**config.mk**
```make
export PLATFORM = sky130hd
export DESIGN_NAME = cci_mpf_shim_rd_tag_sched
export DESIGN_NICKNAME = d
export VERILOG_FILES = /design/src/rtl/cci_mpf_shim_rd_tag_sched.sv
export SDC_FILE = /design/constraint.sdc
export NUM_CORES = 2
export LEC_CHECK = 0
export BUFFER_PORTS_ARGS = -buffer_cell sky130_fd_sc_hd__buf_2
export CORE_ASPECT_RATIO = 1.4
export CORE_MARGIN = 1
export CORE_UTILIZATION = 48
export DETAILED_ROUTE_END_ITERATION = 8
export PLACE_DENSITY = 0.63
export SLEW_MARGIN = 15
export SYNTH_ARGS = -nofsm -noshare
export SYNTH_HDL_FRONTEND = slang
export SYNTH_SLANG_ARGS = --single-unit
```
**constraint.sdc**
```tcl
create_clock -name clk -period 4.4 [get_ports clk]
set_input_delay 0.88 -clock clk [delete_from_list [all_inputs] [get_ports clk]]
set_output_delay 0.88 -clock clk [all_outputs]
set_load 0.05 [all_outputs]
```
**src/rtl/cci_mpf_shim_rd_tag_sched.sv**
```systemverilog
// Read-request tag scheduler: hands out unique low-Mdata tags from a free list and restores the AFU Mdata on responses.
// Optional checker enabled by defining CCI_MPF_RD_TAG_SCHED_CHECK_EN (allocated bitmap + sticky err).
module cci_mpf_shim_rd_tag_sched #(
    parameter int MAX_ACTIVE_REQS = 128,
    parameter int N_MDATA_BITS    = 16
) (
    input  logic                               clk,
    input  logic                               reset,
    input  logic                               req_valid,
    input  logic [N_MDATA_BITS-1:0]            req_mdata,
    input  logic [1:0]                         req_len,
    output logic                               req_rdy,
    input  logic                               fiu_almfull,
    output logic                               tx_valid,
    output logic [N_MDATA_BITS-1:0]            tx_mdata,
    output logic [1:0]                         tx_len,
    input  logic                               rsp_valid,
    input  logic [N_MDATA_BITS-1:0]            rsp_mdata,
    input  logic                               rsp_eop,
    output logic                               afu_rsp_valid,
    output logic [N_MDATA_BITS-1:0]            afu_rsp_mdata,
    output logic                               afu_rsp_eop,
    output logic [$clog2(MAX_ACTIVE_REQS):0]   active_cnt,
    output logic                               err
);

    localparam int TW = $clog2(MAX_ACTIVE_REQS);
    localparam logic [TW:0]   MAX_CNT  = (TW+1)'(MAX_ACTIVE_REQS);
    localparam logic [TW-1:0] LAST_IDX = TW'(MAX_ACTIVE_REQS - 1);

    localparam logic [0:0] ST_INIT = 1'b0;
    localparam logic [0:0] ST_RUN  = 1'b1;

    logic [0:0]              r_state;
    logic [TW-1:0]           r_initIdx;
    logic [TW-1:0]           r_freeList [MAX_ACTIVE_REQS];
    logic [N_MDATA_BITS-1:0] r_save [MAX_ACTIVE_REQS];
    logic [TW:0]             r_head;
    logic [TW:0]             r_tail;
    logic                    r_pushValid;
    logic [TW-1:0]           r_pushTag;
    logic                    r_txValid;
    logic [N_MDATA_BITS-1:0] r_txMdata;
    logic [1:0]              r_txLen;
    logic                    r_afuRspValid;
    logic [N_MDATA_BITS-1:0] r_afuRspMdata;
    logic                    r_afuRspEop;

    logic [TW:0]             w_freeCnt;
    logic                    w_run;
    logic                    w_empty;
    logic                    w_full;
    logic                    w_accept;
    logic [TW-1:0]           w_popTag;
    logic [TW-1:0]           w_rspTag;
    logic                    w_pushOk;
    logic                    w_unusedRspBits;

    assign w_freeCnt       = r_tail - r_head;
    assign w_run           = (r_state == ST_RUN);
    assign w_empty         = (w_freeCnt == '0);
    assign w_full          = (w_freeCnt == MAX_CNT);
    assign req_rdy         = w_run && !w_empty && !fiu_almfull;
    assign w_accept        = req_valid && req_rdy;
    assign w_popTag        = r_freeList[r_head[TW-1:0]];
    assign w_rspTag        = rsp_mdata[TW-1:0];
    assign w_pushOk        = r_pushValid && !w_full;
    assign w_unusedRspBits = ^rsp_mdata[N_MDATA_BITS-1:TW];

    // INIT walks every free-list entry once; the tail already points one full lap ahead.
    always_ff @(posedge clk) begin
        if (reset) begin
            r_state   <= ST_INIT;
            r_initIdx <= '0;
        end else if (r_state == ST_INIT) begin
            r_initIdx <= r_initIdx + 1'b1;
            if (r_initIdx == LAST_IDX) r_state <= ST_RUN;
        end
    end

    always_ff @(posedge clk) begin
        if (reset) begin
            r_head <= '0;
            r_tail <= MAX_CNT;
        end else begin
            if (w_accept) r_head <= r_head + 1'b1;
            if (w_pushOk) r_tail <= r_tail + 1'b1;
        end
    end

    always_ff @(posedge clk) begin
        if (r_state == ST_INIT)
            r_freeList[r_initIdx] <= r_initIdx;
        else if (w_pushOk)
            r_freeList[r_tail[TW-1:0]] <= r_pushTag;
        if (w_accept)
            r_save[w_popTag] <= req_mdata;
    end

    // Responses arriving in INIT are dropped so stale tags never re-enter the list.
    always_ff @(posedge clk) begin
        if (reset) begin
            r_txValid     <= 1'b0;
            r_afuRspValid <= 1'b0;
            r_afuRspEop   <= 1'b0;
            r_pushValid   <= 1'b0;
        end else begin
            r_txValid     <= w_accept;
            r_afuRspValid <= rsp_valid && w_run;
            r_afuRspEop   <= rsp_valid && rsp_eop && w_run;
            r_pushValid   <= rsp_valid && rsp_eop && w_run;
        end
        if (w_accept) begin
            r_txMdata <= {req_mdata[N_MDATA_BITS-1:TW], w_popTag};
            r_txLen   <= req_len;
        end
        r_afuRspMdata <= r_save[w_rspTag];
        r_pushTag     <= w_rspTag;
    end

    assign tx_valid      = r_txValid;
    assign tx_mdata      = r_txMdata;
    assign tx_len        = r_txLen;
    assign afu_rsp_valid = r_afuRspValid;
    assign afu_rsp_mdata = r_afuRspMdata;
    assign afu_rsp_eop   = r_afuRspEop;
    assign active_cnt    = MAX_CNT - w_freeCnt;

`ifdef CCI_MPF_RD_TAG_SCHED_CHECK_EN
    logic [MAX_ACTIVE_REQS-1:0] r_alloc;
    logic                       r_err;
    logic                       w_errRsp;
    logic                       w_errPush;
    logic                       w_errPop;

    assign w_errRsp  = rsp_valid && w_run && !r_alloc[w_rspTag];
    assign w_errPush = r_pushValid && w_full;
    assign w_errPop  = w_accept && r_alloc[w_popTag];

    always_ff @(posedge clk) begin
        if (reset) begin
            r_alloc <= '0;
            r_err   <= 1'b0;
        end else begin
            if (w_pushOk) r_alloc[r_pushTag] <= 1'b0;
            if (w_accept) r_alloc[w_popTag] <= 1'b1;
            if (w_errRsp || w_errPush || w_errPop) r_err <= 1'b1;
        end
    end

`ifndef SYNTHESIS
    always_ff @(posedge clk) begin
        if (!reset) begin
            if (w_errRsp)  $error("rd_tag_sched: response for unallocated tag %0d", w_rspTag);
            if (w_errPush) $error("rd_tag_sched: push of tag %0d into full free list", r_pushTag);
            if (w_errPop)  $error("rd_tag_sched: pop returned allocated tag %0d", w_popTag);
        end
    end
`endif

    assign err = r_err;
`else
    assign err = 1'b0;
`endif

endmodule

```
==> flow_summary.toml <==
[critical_path]
crit_buf_inv = 6
path_depth = 13
endpoint_kind = "flip-flop"
path_cells = "buf_12 -> buf_4 -> mux4_2 -> o22ai_1 -> o22ai_1 -> o2111ai_1 -> and4_1 -> inv_1 -> buf_4 -> o211ai_1 -> buf_4 -> nor2_1 -> buf_4"
setup.worst_path.class = "reg2reg"
path_delay_family = "buffers and inverters"
slowest_delay_ns = 0.62
worstRegToRegCells = 13
cp-start-kind = "flip-flop"
required_ns = 5.00
worst_path_most_repeated_cell = "buf_4"
cp.arrival_ns = 4.92
slowest_stage = "dfxtp_4"
path_max_fanout = 13

[clocking]
postCtsHoldBufs = 0
cts_max_path_buffers = 4
cts_tree = "built"
htreeDepth = 5
numCtsBuffers = 286
root_buffer = "clkbuf_16"
clock_latency_ns = 0.87
cts_sinks = 3019
clkTransAtPathRegs_ns = 0.07

[finish]
fillers = 17760
nets = 5660
final_common_cell = "edfxtp_1"
area_delta_synth_final_pct = 15.98
drive_gt1_frac = 0.3426
layout_common_cells = "2962 x edfxtp_1, 859 x mux4_2, 321 x buf_4, 299 x clkbuf_16, 197 x buf_12"

[timing]
setup_violations = 0
finalCritPeriodShare = 0.9807
slew_viol_final = 0
finalSetupTns_ns = 0
worstMarginPinSlew_ns = 1.186
slew_headroom = 0.2031
holdWs_ns = 0.2103
hold_viol = 0
fin_crit_ns = 4.315
fin_skew_ns = 0.07774
clock.fmax_mhz = 231.7

[synthesis]
synth_cell_type_count = 77
ys.flop_type = "edfxtp_1"
synth_nets = 5081
avgSynthCellArea_um2 = 23.33
yosys_warnings = 0
synthArstFlopShare = 0
synth-edff-count = 2962
netlist_top_cells_area = "edfxtp_1 76%, mux4_2 16%, dfxtp_1 0.97%"
yosysTopAreaCell = "edfxtp_1"
netlist_area_um2 = 117300
synthCells = 5028
ys_seq_area_frac = 0.7680
synth_top_area_share = 0.7583
ys_ff_latch = 3019

[global_routing]
grt.total_usage = 0.2371
grt_pass1_vias = 57190
gr-total-overflow = 0
grt_max_degree = 129
antenna_found_initial = 9
grt_pass1_wl_um = 415900

[power_and_ir_drop]
swShare = 0.2048
p_total_w = 0.05897
leakage_nw = 42.42
max-vdd-ir-drop_uv = 372.7
share_comb_of_total_power = 0.044
seqPwrFrac = 0.536
power_density_nw_per_um2 = 433.5
clkPwrFrac = 0.420
p_sw_w = 0.01208
p_int_w = 0.04689

[hold_path]
hold_path_class = "in2reg"
holdPathStages = 1

[floorplan]
pin_count = 87
die_h_um = 586.9
dieArea_um2 = 246400
rows = 214
initial_core_util = 0.4830
die_w_um = 419.8
core_area_um2 = 242900

[outcome]
status = "complete, no violations"

[place]
gp_congestion = 0.8887
dp_hpwl_um = 182600
port_buffers = 76

[job]
drv_cap = 0

[routing]
drt-initial-drc-count = 5998
post_drt_wl_per_cell_um = 32.02
ant_nets = 0
post-route-drc-count = 0
route.vias.total = 55280
routed_wl_um = 290300
routed_via_density = 6.098
drt_first_pass_iters = 6
==> routing by layer <==
layer / global-route usage / up-vias / routed length (um)
met3: 0.03502 / 513 / 17930
met4: 0.08690 / 8 / 11570
li1: - / 22830 / -
met5: 0 / - / 51
met2: 0.4142 / 2067 / 153900
met1: 0.2998 / 29860 / 106900
==> cell families after synthesis <==
logic type	count (synthesis)	share of synthesized area
compound gates	219	0.01426
xor+xnor	21	0.001568
fa+ha+maj	13	0.001451
buf+inv	319	0.01500
flops	3019	0.7680
mux	957	0.1768
other cells	1	0.00003197
simple gates	479	0.02286
==> repair_timing <==
item                                    in CTS  in global routing
gates resized for setup                      3                  9
endpoints found under the setup margin      88                472
pin swaps                                    0                  3
setup buffers                                0                  2
==> cell type report <==
type / count / area, um^2 / share of cell area
Multi-Input combinational cell: 1690 / 25750 / 0.1893
Antenna cell: 6 / 15.01 / 0.0001104
Sequential cell: 3019 / 90100 / 0.6623
Tap cell: 3240 / 4054 / 0.02980
Timing Repair Buffer: 580 / 6734 / 0.04950
Inverter: 30 / 115.1 / 0.0008462
Clock buffer: 357 / 7750 / 0.05697
Clock inverter: 144 / 1519 / 0.01117
==> Yosys cell counts, drive strengths merged (7+ instances only) <==
| cell | instances |
|---|---|
| edfxtp | 2962 |
| mux4 | 882 |
| nor3 | 203 |
| buf | 169 |
| nor2 | 127 |
| clkbuf | 120 |
| o22ai | 60 |
| dfxtp | 57 |
| mux2i | 46 |
| nand2 | 39 |
| inv | 29 |
| mux2 | 29 |
| nand3 | 23 |
| o21ai | 22 |
| nor2b | 20 |
| a22oi | 19 |
| a32oi | 17 |
| a211oi | 14 |
| nand4 | 14 |
| xnor2 | 13 |
| ha | 12 |
| o2111ai | 12 |
| a221oi | 10 |
| and3 | 10 |
| a21oi | 9 |
| a31oi | 9 |
| xor2 | 8 |
| nand2b | 7 |
| o211ai | 7 |
| o21bai | 7 |
==> through the flow <==
stage               instances    util  worst slack, ns  area (um^2)
global route             9061  0.5601        -0.001904       136000
detailed placement       8556  0.5211         0.005918       126500
CTS                      9057  0.5593        -0.005978       135800
floorplan                5028       -        -0.005193       117300
finish                   9066  0.5602          0.08479       136000
global placement         8556  0.5211          0.02546       126500
==> worst paths after layout <==
| path | from | endpoint | slack (ns) |
|---|---|---|---|
| worst max register to register | flip-flop | r_save[51][2]$_DFFE_PP_ | 0.08 |
| worst min-delay path | req_len[0] | tx_len[0]$_DFFE_PP_ | 0.21 |
| worst min register to register | r_head[6]$_SDFFE_PP0P_ | r_head[7]$_SDFFE_PP0P_ | 0.54 |
| worst max-delay path | flip-flop | r_save[51][2]$_DFFE_PP_ | 0.08 |
==> power by group through the flow <==
stage / logic (W) / registers [W] / clock network [W]
detailed placement: 0.00263 / 0.0322 / 0
finish: 0.00260 / 0.0316 / 0.0248
CTS: 0.00263 / 0.0316 / 0.0252
floorplan: 0.00126 / 0.0323 / 0
global placement: 0.00258 / 0.0322 / 0
global route: 0.00272 / 0.0316 / 0.0262
==> registers in the layout, summed over array words and instances (netlist names), named ones only <==
signal	count
tx_mdata	16
afu_rsp_valid	1
afu_rsp_mdata	16
r_state	1
r_initIdx	7
tx_len	2
afu_rsp_eop	1
r_freeList	896
r_tail	8
r_save	2048
r_pushTag	7
r_head	8
tx_valid	1
Power figures use the tool's default switching activity.
